==> src/rtl/isb_prefetch_ctrl.sv <==
// ISB prefetch sequencer: a trigger SA starts a walk of SP-AMC over SA+1..SA+DEGREE.
// Each hit's physical address is buffered in a small FIFO, which drains to the prefetch port.
module isb_prefetch_ctrl #(
  parameter int unsigned DEPTH  = 4,
  parameter int unsigned DEGREE = 1,
  parameter int unsigned SA_W   = 32,
  parameter int unsigned PA_W   = 16,
  parameter int unsigned MAX_SA = 32
) (
  input  logic            clk,
  input  logic            rst_n,
  input  logic            trig_v,
  input  logic [SA_W-1:0] trig_sa,
  output logic            sp_req_v,
  output logic [SA_W-1:0] sp_req_sa,
  input  logic            sp_req_rdy,
  input  logic            sp_rsp_v,
  input  logic            sp_rsp_hit,
  input  logic [PA_W-1:0] sp_rsp_pa,
  output logic            prefetch_v,
  output logic [PA_W-1:0] prefetch_addr,
  input  logic            prefetch_rdy,
  output logic            busy,
  output logic [7:0]      drop_cnt
);

  localparam int unsigned AW = $clog2(DEPTH);
  localparam logic [SA_W:0] MAX_EXT = (SA_W+1)'(MAX_SA);

  typedef enum logic [1:0] {S_IDLE, S_REQ, S_WAIT} state_t;

  state_t          state, state_d;
  logic [SA_W-1:0] cur_sa, cur_sa_d;
  logic [2:0]      n, n_d;

  logic [PA_W-1:0] mem [DEPTH];
  logic [AW-1:0]   wr_ptr, rd_ptr;
  logic [AW:0]     count;

  logic            empty, full, push, pop, rsp_hit, drop_pa, drop_trig;
  logic [SA_W:0]   trig_nxt, cur_nxt;
  logic [8:0]      drop_sum;

  // One extra bit so a carry out of SA_W compares as out of range.
  assign trig_nxt = {1'b0, trig_sa} + (SA_W+1)'(1);
  assign cur_nxt  = {1'b0, cur_sa} + (SA_W+1)'(1);

  assign empty     = (count == '0);
  assign full      = (count == (AW+1)'(DEPTH));
  assign pop       = !empty && prefetch_rdy;
  assign rsp_hit   = (state == S_WAIT) && sp_rsp_v && sp_rsp_hit;
  assign push      = rsp_hit && (!full || pop);
  assign drop_pa   = rsp_hit && full && !pop;
  assign drop_trig = trig_v && (state != S_IDLE);
  assign drop_sum  = {1'b0, drop_cnt} + {8'd0, drop_trig} + {8'd0, drop_pa};

  assign busy          = (state != S_IDLE);
  assign prefetch_v    = !empty;
  assign prefetch_addr = empty ? '0 : mem[rd_ptr];

  always_comb begin
    state_d   = state;
    cur_sa_d  = cur_sa;
    n_d       = n;
    sp_req_v  = 1'b0;
    sp_req_sa = '0;
    case (state)
      S_IDLE: begin
        if (trig_v && (trig_nxt < MAX_EXT)) begin
          cur_sa_d = trig_nxt[SA_W-1:0];
          n_d      = '0;
          state_d  = S_REQ;
        end
      end
      S_REQ: begin
        sp_req_v  = 1'b1;
        sp_req_sa = cur_sa;
        if (sp_req_rdy) state_d = S_WAIT;
      end
      S_WAIT: begin
        if (sp_rsp_v) begin
          if ((n == 3'(DEGREE - 1)) || (cur_nxt >= MAX_EXT)) begin
            state_d = S_IDLE;
          end else begin
            n_d      = n + 3'd1;
            cur_sa_d = cur_nxt[SA_W-1:0];
            state_d  = S_REQ;
          end
        end
      end
      default: state_d = S_IDLE;
    endcase
  end

  always_ff @(posedge clk) begin
    if (!rst_n) begin
      state    <= S_IDLE;
      cur_sa   <= '0;
      n        <= '0;
      wr_ptr   <= '0;
      rd_ptr   <= '0;
      count    <= '0;
      drop_cnt <= '0;
    end else begin
      state    <= state_d;
      cur_sa   <= cur_sa_d;
      n        <= n_d;
      drop_cnt <= drop_sum[8] ? 8'hFF : drop_sum[7:0];
      if (push) wr_ptr <= wr_ptr + AW'(1);
      if (pop)  rd_ptr <= rd_ptr + AW'(1);
      case ({push, pop})
        2'b10:   count <= count + (AW+1)'(1);
        2'b01:   count <= count - (AW+1)'(1);
        default: count <= count;
      endcase
    end
  end

  always_ff @(posedge clk) begin
    if (push) mem[wr_ptr] <= sp_rsp_pa;
  end

endmodule

==> config.mk <==
export PLATFORM = sky130hd
export DESIGN_NAME = isb_prefetch_ctrl
export DESIGN_NICKNAME = d
export VERILOG_FILES = /design/src/rtl/isb_prefetch_ctrl.sv
export SDC_FILE = /design/constraint.sdc
export NUM_CORES = 1
export LEC_CHECK = 0
export ABC_AREA = 1
export CORE_MARGIN = 2
export CORE_UTILIZATION = 54
export CTS_CLUSTER_SIZE = 25
export DETAILED_ROUTE_END_ITERATION = 8
export PLACE_DENSITY = 0.81
export SYNTH_ARGS = -nofsm -noshare
export SYNTH_HDL_FRONTEND = slang
export SYNTH_SLANG_ARGS = --single-unit
==> constraint.sdc <==
create_clock -name clk -period 2.98 [get_ports clk]
set_input_delay 0.298 -clock clk [delete_from_list [all_inputs] [get_ports clk]]
set_output_delay 0.298 -clock clk [all_outputs]
set_load 0.005 [all_outputs]
==> impl_metrics.ini <==
[cells_and_area]
num-fill-cells = 1045
diodes = 0
nNetsFinal = 1151
instances_no_fill = 1270
drive_above_1_share_pct = 7.013
area_delta_synth_final_pct = 28.61

[synth]
yosysTopAreaCellShare_pct = 28.04
synthXorXnorAreaFrac_pct = 3.706
synth_area_per_cell_sq_um = 7.140
synth_top_family_by_area = simple AND/OR/NAND/NOR gates
netlist_area_sq_um = 6854
yosysWarnings = 0
synth-edff-count = 64
syn_nets = 1026
synth_compound_area_share_pct = 7.119
async_flop_share_pct = 0
yosysSeqAreaShare_pct = 43.81
yosys-top-cells-count = nor2_1 (235), nand2_1 (221), inv_1 (103)
yosysUniqueCellTypes = 35
synthCells = 960
synth_fa_ha_area_share_pct = 2.227
ys_top_cells_by_area = edfxtp_1 (28%), dfxtp_1 (16%), nor2_1 (13%)
yosys.area_share.simple_pct = 35.82
synth_top_flop_cell = edfxtp_1
yosys_register_bits = 118
synth_top_area_cell = edfxtp_1
post-synth-top-count-cell = nor2_1
synthMuxAreaShare_pct = 0

[cts]
cts_tree = built
clk_pin_slew_ns = 0.07
cts.sinks = 118
post_cts_resized = 0
post_cts_hold_buffer_count = 0
cts_setup_buffers = 0
clock_path_buffers = 2
cts_buffers = 17
clk_latency_ns = 0.42
clock-root-buffer = clkbuf_16
htree_levels = 4

[timing]
slew_headroom_pct = 50.49
whs_ns = 0.5001
rsz0062_at_grt = no
worst_pin_slew_ns = 0.7404
hold_viol_final = 0
max_freq_ghz = 0.3740
finalSetupViolCount = 0
slew_viol_final = 0
setup_tns_ns = 0
timing.final.crit_share_pct = 89.72
fin_worst_skew_ns = 0.01071
finalCriticalPeriod_ns = 2.674

[power]
p_leak_nw = 3.288
ir_drop_v = 0.0004183
cellPowerDensity_nw_per_um2 = 533.6

[placed_design]
port_buffers = 113
gp_congestion = 0.9078
post-place-cells = 1238
dpl.hpwl_um = 12600

[routing]
viasPerCell = 5.092
drtAntennaViolNets = 0
routed_wl_um = 17430
drc_errors = 0
dr.pass1.iters = 7
wl_per_cell_um = 13.72
num_vias = 6467
drt_iter0_markers = 625

[critical_path]
rr_worst_depth = 16
crit_buf_inv = 1
critical_path_class = reg -> reg
path_delay_family = simple AND/OR/NAND/NOR gates
worstPathRequired_ns = 3.33
slowest_delay_ns = 0.41
cp_slowest_cell = dfxtp_1
timing.rr.start = cur_sa[1]$_SDFFE_PN0P_
reg2reg_to = cur_sa[4]$_SDFFE_PN0P_
start_kind = register
path_max_fanout = 7
endpoint_kind = register
ff2ff_setup_slack_ns = 0.31
crit_top_cell = nand2_1
crit_arrival_ns = 3.02
crit_chain = ha_1, nand3_1, nor2_2, inv_2, nor2_4, xor2_1, nand2_1, nor2_1, nand2_1, nor2_1, nand3_1, nand2_1, nand2_1, nand2_1, nand2_1, nor2_1

[global_routing]
grt_max_degree = 36
first_global_vias = 5908
grt-ovfl-total = 0
grt_antenna_before_repair = 0
grt_pass1_wl_um = 27830
grt_use_total_pct = 26.23

[die]
dieArea_sq_um = 13610
die_h_um = 116.7
die_w_um = 116.7
ioPinCount = 114
start_util_pct = 54.76
coreArea_sq_um = 12520
rows = 41

[min_path]
min_from = rd_ptr[0]$_SDFFE_PN0P_
hold_path_class = reg -> reg
min_path_cells = 1
min_to = rd_ptr[0]$_SDFFE_PN0P_

[flow_run]
max_cap_viol_count = 0

[run_status]
status = finished, final reports clean
-- layout by cell type, fill, tap and decap left out, types with 6 or more instances in the layout --
cell type          n
clkdlybuf4s50_1  113
clkbuf_16         17
xor2_1            28
dfxtp_1           54
edfxtp_1          64
ha_1               9
a21oi_1           32
nor2_2             7
nand2_1          221
nand4_1            9
o21ai_0           54
inv_1            103
buf_4             14
nand2_2            6
nand3_1           42
nor3_1            37
nor2_1           235
nor2_4             7
-- worst register-to-register path, stage by stage (launching register included) --
cell and delay, ns:
dfxtp_1 0.41, ha_1 0.22, nand3_1 0.15, nor2_2 0.28, inv_2 0.08, nor2_4 0.13, xor2_1 0.15, nand2_1 0.07
nor2_1 0.10, nand2_1 0.05, nor2_1 0.22, nand3_1 0.11, nand2_1 0.23, nand2_1 0.15, nand2_1 0.09, nand2_1 0.05
nor2_1 0.12
-- metal layers --
layer | vias to the layer above | wire length (um) | GRT usage (%)
met5 | - | 0 | 0
met4 | 0 | 257 | 7.294
met3 | 28 | 984 | 4.670
met2 | 211 | 8356 | 44.46
met1 | 2902 | 7828 | 34.75
li1 | 3326 | - | -
-- power breakdown --
group          switching (mW)  internal, mW
Clock                   0.862          1.12
Sequential             0.0187          1.74
Combinational           0.517         0.448
-- final cells by class --
class,count,area (sq um),area share [%]
tap,172,215.2,2.441
clock inverter,15,156.4,1.774
inverter,109,409.1,4.642
sequential,118,3003,34.07
clock buffer,17,425.4,4.826
timing repair buffer,128,1256,14.25
multi-input combinational,711,3349,38.00
-- state kept, by name, indices dropped and copies added, names as in the netlist, named ones only --
register  flops
mem          64
cur_sa       32
count         3
drop_cnt      8
rd_ptr        2
n             3
wr_ptr        2
state         2
-- how the worst max path moves through the flow --
stage                     slack (ns)  depth (start not counted)                     end                    from
after floorplan                 0.71                          7     mem[0][0]$_DFFE_PP_   state[0]$_SDFFE_PN0P_
after global placement          0.15                         16  cur_sa[1]$_SDFFE_PN0P_              trig_sa[1]
after detailed placement        0.08                         19  cur_sa[0]$_SDFFE_PN0P_              trig_sa[1]
after CTS                       0.29                         16  cur_sa[4]$_SDFFE_PN0P_  cur_sa[1]$_SDFFE_PN0P_
after global routing            0.05                         16  cur_sa[4]$_SDFFE_PN0P_  cur_sa[1]$_SDFFE_PN0P_
final                           0.31                         16  cur_sa[4]$_SDFFE_PN0P_  cur_sa[1]$_SDFFE_PN0P_
-- logic make-up after synthesis --
group,Yosys count
buffers and inverters,131
and+or+nand+nor,578
DFF,118
adders and majority gates,11
AOI/OAI and AO/OA,93
xor gates and xnor gates,29
-- through the flow --
stage	power (mW)	util, %	cell area (sq um)	setup WS (ns)
CTS	4.731	70.42	8815	0.2924
finish	4.703	70.42	8815	0.3063
global placement	2.726	65.77	8233	0.1508
global route	4.904	70.42	8815	0.05456
floorplan	2.254	-	6854	0.7130
detailed placement	2.750	65.77	8233	0.07791
(Power assumes the default switching activity.)
